### config.mk
export PLATFORM = sky130hd
export DESIGN_NAME = cdda_volume
export DESIGN_NICKNAME = d
export VERILOG_FILES = /design/src/rtl/cdda_volume.sv
export SDC_FILE = /design/constraint.sdc
export NUM_CORES = 1
export LEC_CHECK = 0
export ABC_AREA = 1
export CAP_MARGIN = 20
export CORE_UTILIZATION = 32
export DETAILED_ROUTE_END_ITERATION = 12
export HOLD_SLACK_MARGIN = 0.06
export PLACE_DENSITY = 0.49
export SETUP_SLACK_MARGIN = 0.2
export SYNTH_ARGS = -nofsm -noshare
export SYNTH_HDL_FRONTEND = slang
export SYNTH_SLANG_ARGS = --single-unit
export TNS_END_PERCENT = 30
### constraint.sdc
create_clock -name CLK -period 12.03 [get_ports CLK]
set_clock_uncertainty 0.05 [all_clocks]
set_input_delay 3.609 -clock CLK [delete_from_list [all_inputs] [get_ports CLK]]
set_output_delay 3.609 -clock CLK [all_outputs]
set_load 0.02 [all_outputs]
### src/rtl/cdda_volume.sv
// cdda_volume: CD-DA output stage with port routing, per-output 8-bit volume and mute.
// Optional macro CDDA_VOL_RAMP_EN: current volume ramps toward target by RAMP_STEP per sample.
module cdda_volume #(
    parameter logic [7:0] DEFAULT_VOL = 8'd255,
    parameter logic [7:0] RAMP_STEP   = 8'd4
) (
    input  logic        CLK,
    input  logic        nRESET,
    input  logic        IN_CE,
    input  logic [15:0] IN_L,
    input  logic [15:0] IN_R,
    input  logic        CFG_WR,
    input  logic [1:0]  CFG_ADDR,
    input  logic [7:0]  CFG_DIN,
    output logic [7:0]  CFG_DOUT,
    input  logic        MUTE,
    output logic        OUT_CE,
    output logic [15:0] OUT_L,
    output logic [15:0] OUT_R
);

    logic [7:0]  tgt_l, tgt_r, cur_l, cur_r;
    logic [1:0]  route_l, route_r;
    logic        s1_valid, s2_valid;
    logic [15:0] s1_l, s1_r, s2_l, s2_r;
    logic [7:0]  s1_vol_l, s1_vol_r;

    function automatic logic [15:0] route_sel(input logic [1:0] sel, input logic [15:0] l,
                                               input logic [15:0] r);
        logic signed [16:0] sum;
        logic [15:0]        result;
        sum = $signed({l[15], l}) + $signed({r[15], r});
        case (sel)
            2'b00:   result = 16'd0;
            2'b01:   result = l;
            2'b10:   result = r;
            default: result = 16'(sum >>> 1);
        endcase
        return result;
    endfunction

    // Volume 255 is treated as exact unity rather than 255/256.
    function automatic logic [15:0] apply_gain(input logic [15:0] s, input logic [7:0] v);
        logic signed [24:0] prod;
        prod = $signed(25'($signed(s))) * $signed(25'({1'b0, v}));
        return (v == 8'hFF) ? s : 16'(prod >>> 8);
    endfunction

    always_ff @(posedge CLK or negedge nRESET) begin
        if (!nRESET) begin
            tgt_l   <= DEFAULT_VOL;
            tgt_r   <= DEFAULT_VOL;
            route_l <= 2'b01;
            route_r <= 2'b10;
        end else if (CFG_WR) begin
            case (CFG_ADDR)
                2'd0:    tgt_l   <= CFG_DIN;
                2'd1:    tgt_r   <= CFG_DIN;
                2'd2:    route_l <= CFG_DIN[1:0];
                default: route_r <= CFG_DIN[1:0];
            endcase
        end
    end

`ifdef CDDA_VOL_RAMP_EN
    // The gap is compared at 9 bits so stepping can never wrap the 8-bit current value.
    function automatic logic [7:0] ramp_next(input logic [7:0] cur, input logic [7:0] tgt);
        logic [8:0] gap;
        logic [7:0] result;
        if (tgt > cur) gap = {1'b0, tgt} - {1'b0, cur};
        else           gap = {1'b0, cur} - {1'b0, tgt};
        if (gap <= {1'b0, RAMP_STEP}) result = tgt;
        else if (tgt > cur)           result = cur + RAMP_STEP;
        else                          result = cur - RAMP_STEP;
        return result;
    endfunction

    always_ff @(posedge CLK or negedge nRESET) begin
        if (!nRESET) begin
            cur_l <= DEFAULT_VOL;
            cur_r <= DEFAULT_VOL;
        end else if (IN_CE) begin
            cur_l <= ramp_next(cur_l, tgt_l);
            cur_r <= ramp_next(cur_r, tgt_r);
        end
    end
`else
    assign cur_l = tgt_l;
    assign cur_r = tgt_r;

    logic unused_ramp_step;
    assign unused_ramp_step = ^RAMP_STEP;
`endif

    always_ff @(posedge CLK or negedge nRESET) begin
        if (!nRESET) begin
            s1_valid <= 1'b0;
            s1_l     <= 16'd0;
            s1_r     <= 16'd0;
            s1_vol_l <= 8'd0;
            s1_vol_r <= 8'd0;
        end else begin
            s1_valid <= IN_CE;
            if (IN_CE) begin
                s1_l     <= route_sel(route_l, IN_L, IN_R);
                s1_r     <= route_sel(route_r, IN_L, IN_R);
                s1_vol_l <= cur_l;
                s1_vol_r <= cur_r;
            end
        end
    end

    always_ff @(posedge CLK or negedge nRESET) begin
        if (!nRESET) begin
            s2_valid <= 1'b0;
            s2_l     <= 16'd0;
            s2_r     <= 16'd0;
        end else begin
            s2_valid <= s1_valid;
            if (s1_valid) begin
                s2_l <= MUTE ? 16'd0 : apply_gain(s1_l, s1_vol_l);
                s2_r <= MUTE ? 16'd0 : apply_gain(s1_r, s1_vol_r);
            end
        end
    end

    // Outputs hold their last value between strobes.
    always_ff @(posedge CLK or negedge nRESET) begin
        if (!nRESET) begin
            OUT_CE <= 1'b0;
            OUT_L  <= 16'd0;
            OUT_R  <= 16'd0;
        end else begin
            OUT_CE <= s2_valid;
            if (s2_valid) begin
                OUT_L <= s2_l;
                OUT_R <= s2_r;
            end
        end
    end

    always_comb begin
        CFG_DOUT = 8'd0;
        case (CFG_ADDR)
            2'd0:    CFG_DOUT = tgt_l;
            2'd1:    CFG_DOUT = tgt_r;
            2'd2:    CFG_DOUT = {6'd0, route_l};
            default: CFG_DOUT = {6'd0, route_r};
        endcase
    end

endmodule

==> flow_summary_export.csv, run 1 <==
group,metric,value,unit
run_status,status,"finished clean",
placed_design,place_congestion,0.886,
power,finalPower,4.70,mW
route,drt_iter0_drc,806,
cts,cts_buffers,17,
power,leakagePower,10.3,nW
grt,grt_pass1_vias,14100,
grt,antenna_found_initial,0,
placed_design,pre_cts_ws,2890,ps
floorplan,rows,83,
synthesis,synth-seq-area-share,0.205,
cts,cts_root_buf,"clkbuf_16",
floorplan,io_pins,88,
synthesis,synthArstFlopShare,1.00,
sta,worst_pin_slew,1080,ps
worst_setup_path,crit_fanout,9,
worst_setup_path,ff2ff_path_depth,17,
sta,rsz0062_at_grt,"no",
worst_setup_path,crit_path_start_kind,"primary input",
sta,hold_viol,0,
power,switching_share,0.541,
final_layout,layout-drive-gt1-share,0.0577,
grt,grtUsageTotal,0.181,
route,finalWirelength,46400,um
synthesis,synth_common_cells,"nand2_1, inv_1, fa_1",
sta,drv_slew,0,
sta,fmax,0.109,GHz
power,clock_power_share,0.118,
worst_setup_path,critPathArrivalTime,5490,ps
route,vias,13900,
route,firstDrtPassIters,5,
sta,relSlewSlack,0.274,
power,p_comb_frac,0.716,
final_layout,antenna_cells,0,
route,ant_nets,0,
grt,grt_start_max_net_pins,79,
synthesis,yosysWarnings,0,
floorplan,dieWidth,230,um
power,p_seq_frac,0.166,
synthesis,yosys.cell_types.count,54,
hold_path,hold_class,"register to register",
route,routedWlPerCell,15.9,um
synthesis,synth.most_common_cell,"nand2_1",
sta,setup_viol,0,
worst_setup_path,r2r_slack,6840,ps
sta,fin_ws,2880,ps
final_layout,final_cells,2914,
worst_setup_path,cp.required,8370,ps
power,p_switching,2.54,mW
synthesis,yosysTopAreaCell,"fa_1",
cts,clkTransAtPathRegs,60,ps
power,peakVddDrop,0.114,mV
placed_design,io_buffers,87,
worst_setup_path,worstReg2RegStart,"s1_vol_r[0]",
synthesis,ys_seq_elements,135,
sta,fin_setup_tns,0,ps
synthesis,synth-main-ff-cell,"dfrtp_1",
sta,min_period,9150,ps
cts,clk_latency,470,ps
final_layout,syn_to_final_growth,11.8,%
cts,postCtsHoldBufs,0,
sta,period_share,0.760,
cts,htreeDepth,4,
worst_setup_path,worstSetupEndpoint,"CFG_DOUT[0]",
worst_setup_path,setup.worst_path.class,"primary input to output port",
grt,grt_pass1_wl,75900,um
worst_setup_path,crit_start,"CFG_ADDR[1]",
synthesis,synth-edff-count,0,
floorplan,dieHeight,230,um
flow_run,max_cap_violations,0,
grt,gr-total-overflow,0,
power,p_int,2.16,mW
cts,post_cts_resized,0,
cts,tritoncts,"done",
cts,cts_max_path_buffers,2,
synthesis,syn_inst,2206,
worst_setup_path,end_kind,"output port",
synthesis,synth_top_area_frac,0.240,
route,drc,0,
worst_setup_path,reg2reg_to,"s2_r[15]",
power,power_density,253,nW/um^2
floorplan,die_area,52800,sq um
cts,cts.sinks,135,
synthesis,synth_area,16600,sq um
synthesis,syn_nets,2553,
synthesis,syn_avg_cell_area,7.52,sq um
synthesis,yosys-top-cells-area,"fa_1, dfrtp_1, nand2_1",
placed_design,dpl.hpwl,37000,um
floorplan,initial_core_util,0.324,
floorplan,coreArea,51300,sq um
route,via_per_inst,4.75,
cts,post_cts_buffers,0,
final_layout,nNetsFinal,2568,
placed_design,dp.cells,2880,
-- area by class of cell --
type | count | area (sq um)
multi-input cells | 1448 | 10800
well taps | 680 | 851
inverters | 524 | 1970
fillers | 5462 | 32800
clock inverters | 15 | 180
clock buffers | 17 | 425
repair buffers | 95 | 955
flip-flops and latches | 135 | 3400
-- sequential cells by signal (all words and copies together), names as in the netlist, 8 cells and up --
name / flops
cur_r: 8
s1_r: 16
OUT_L: 16
s1_vol_l: 8
s2_l: 16
cur_l: 8
s2_r: 16
s1_l: 16
s1_vol_r: 8
OUT_R: 16
-- cell usage in the layout (no fill, tap or decap), drive strengths merged, types with 18 or more instances in the layout --
| cell | instances |
|---|---|
| ha | 101 |
| o21ai | 101 |
| fa | 199 |
| mux2 | 32 |
| a21oi | 90 |
| dfrtp | 117 |
| inv | 531 |
| nand2 | 601 |
| nand3 | 102 |
| clkdlybuf4s50 | 85 |
| nor2 | 104 |
| dfstp | 18 |
-- worst min path at each step --
stage,slack [ps],depth (start not counted),to,start
floorplan,300,0,OUT_CE,s2_valid
global placement,310,0,s2_valid,s1_valid
detailed placement,310,0,s2_valid,s1_valid
CTS,330,0,s2_valid,s1_valid
global route,340,0,s2_valid,s1_valid
finish,330,0,s2_valid,s1_valid
-- kinds of logic (layout without fill, tap and decap cells) --
group                      after synthesis  in the layout  share of synthesized area
DFF                                    135            135                      0.205
buffers and inverters                  623            651                      0.146
xor gates and xnor gates                19             19                     0.0100
muxes                                   32             32                     0.0217
adders and majority gates              300            300                      0.316
AOI/OAI and AO/OA                      252            252                     0.0889
and+or+nand+nor                        845            845                      0.212
-- per-stage QoR --
step / util / hold slack [ps] / instance area (sq um)
2_1_floorplan: - / 302 / 16600
3_3_place_gp: 0.349 / 312 / 17900
3_5_place_dp: 0.349 / 314 / 17900
4_1_cts: 0.361 / 327 / 18500
5_1_grt: 0.362 / 335 / 18600
6_report: 0.362 / 332 / 18600
-- per-layer routing --
layer  GRT usage  share of wire  routed length (um)  vias to the layer above
met4      0.0511          0.017                 784                        0
met5           0              0                   0                        -
met1       0.258           0.49               22900                     6839
li1            -              -                   -                     6693
met3      0.0232          0.036                1650                       47
met2       0.285           0.45               21000                      275
-- worst max-delay path: stages --
cell	delay, ps
clkdlybuf4s50_1	540
nor2_2	370
nand2_1	100
a32oi_1	230
clkdlybuf4s50_1	630
-- power by group through the flow --
| stage | Sequential (mW) | Combinational, mW | Clock [mW] |
|---|---|---|---|
| 2_1_floorplan | 0.682 | 2.55 | 0 |
| 3_3_place_gp | 0.789 | 3.34 | 0 |
| 3_5_place_dp | 0.791 | 3.38 | 0 |
| 4_1_cts | 0.783 | 3.40 | 0.571 |
| 5_1_grt | 0.802 | 3.91 | 0.587 |
| 6_report | 0.782 | 3.37 | 0.555 |
No activity file was read; power rests on OpenSTA's default activity.
==> inputs of run 2 (changes only) <==
- clock period: 12.03 -> 8.65 ns (I/O delays scaled with it)
==> run 2 against run 1 <==
Non-clock buffer count grew 1. Die area is the same. Cell count is essentially flat. Setup slack lost 1300 ps. Critical path depth is the same.
==> flow_summary_export.csv, run 2 (same netlist as run 1, synthesis figures left out) <==
group,metric,value,unit
final_layout,final_cells,2915,
final_layout,nNetsFinal,2569,
worst_setup_path,setup.worst_path.class,"primary input to output port",
route,via_per_inst,4.77,
final_layout,multi_input_area,10800,sq um
route,drt_iter0_drc,869,
power,leakagePower,10.3,nW
floorplan,initial_core_util,0.324,
final_layout,utilization,0.361,
placed_design,placed_area,17900,sq um
cts,postCtsHoldBufs,0,
power,peakVddDrop,0.161,mV
cts,clkTransAtPathRegs,60,ps
grt,gr-total-overflow,0,
sta,rsz0062_at_grt,"no",
cts,post_cts_buffers,0,
worst_setup_path,cp.required,6010,ps
grt,antenna_found_initial,0,
cts,tritoncts,"done",
run_status,status,"finished clean",
flow_run,max_cap_violations,0,
grt,grt_start_max_net_pins,79,
grt,grtUsageTotal,0.181,
floorplan,coreArea,51300,sq um
route,vias,13900,
power,power_density,352,nW/um^2
placed_design,dpl.hpwl,36900,um
worst_setup_path,critPathArrivalTime,4450,ps
floorplan,die_area,52800,sq um
hold_path,hold_class,"register to register",
cts,post_cts_resized,0,
sta,relSlewSlack,0.266,
sta,fmax,0.141,GHz
worst_setup_path,crit_path_start_kind,"primary input",
final_layout,antenna_cells,0,
final_layout,layout-drive-gt1-share,0.0582,
cts,cts.sinks,135,
final_layout,syn_to_final_growth,11.7,%
final_layout,final_common_cell,"nand2_1",
cts,cts_buffers,17,
floorplan,io_pins,88,
final_layout,fillers,5438,
cts,cts_root_buf,"clkbuf_16",
sta,hold_viol,0,
cts,clk_latency,480,ps
final_layout,final_area,18500,sq um
route,ant_nets,0,
cts,cts_max_path_buffers,2,
worst_setup_path,end_kind,"output port",
placed_design,dp.cells,2880,
floorplan,rows,83,
floorplan,dieWidth,230,um
sta,period_share,0.820,
placed_design,place_congestion,0.870,
final_layout,final_cell_mix,"nand2_1, inv_1, fa_1, dfrtp_1, nand3_1",
sta,min_period,7090,ps
sta,setup_viol,0,
placed_design,io_buffers,87,
cts,htreeDepth,4,
route,firstDrtPassIters,5,
route,finalWirelength,46200,um
route,drc,0,
final_layout,regArea,3400,sq um
sta,fin_setup_tns,0,ps
grt,grt_pass1_wl,76100,um
sta,worst_pin_slew,1100,ps
worst_setup_path,crit_fanout,9,
floorplan,dieHeight,230,um
route,routedWlPerCell,15.8,um
sta,drv_slew,0,
grt,grt_pass1_vias,14300,
## run 2: metal layers
metal,up-vias,global-route usage,routed length [um]
li1,6690,-,-
met1,6860,0.257,22700
met2,306,0.284,20700
met3,54,0.0244,1790
met4,0,0.0594,1050
met5,-,0,0
## run 2: path summary, 6_finish.rpt
path / from / endpoint / slack, ps / cells after the start
setup / recovery: CFG_ADDR[1] / CFG_DOUT[0] / 1560 / 5
hold / removal: s1_valid / s2_valid / 330 / 0
setup reg to reg: s1_vol_r[0] / s2_r[15] / 3490 / 17
hold reg to reg: s1_valid / s2_valid / 330 / 0
max in group asynchronous: nRESET / s2_l[8] / 5180 / 2
min in group asynchronous: nRESET / s1_r[13] / 2070 / 1
## run 2: cell type report
| type | instances | share of cell area |
|---|---|---|
| multi-input cells | 1448 | 0.581 |
| flip-flops and latches | 135 | 0.183 |
| clock inverters | 15 | 0.00857 |
| well taps | 680 | 0.0459 |
| inverters | 524 | 0.106 |
| repair buffers | 96 | 0.0519 |
| clock buffers | 17 | 0.0230 |
## run 2: report_power, final
| part | switching (mW) | internal [mW] | total (mW) | leakage (nW) |
|---|---|---|---|---|
| Combinational | 2.93 | 1.76 | 4.68 | 8.33 |
| Clock | 0.352 | 0.408 | 0.761 | 0.284 |
| Sequential | 0.279 | 0.807 | 1.09 | 1.67 |
## run 2: per-stage QoR
stage          power (mW)  hold WS, ps  worst slack, ps
5_1_grt              7.33          335             1440
3_5_place_dp         5.79          315             1560
4_1_cts              6.59          329             1550
6_report             6.53          329             1560
2_1_floorplan        4.50          302             2690
3_3_place_gp         5.73          312             1590
## run 2: critical path: stages
cell and delay, ps:
clkdlybuf4s50_1 530, nor2_2 380, nand2_1 110, a32oi_1 210, clkdlybuf4s50_1 620
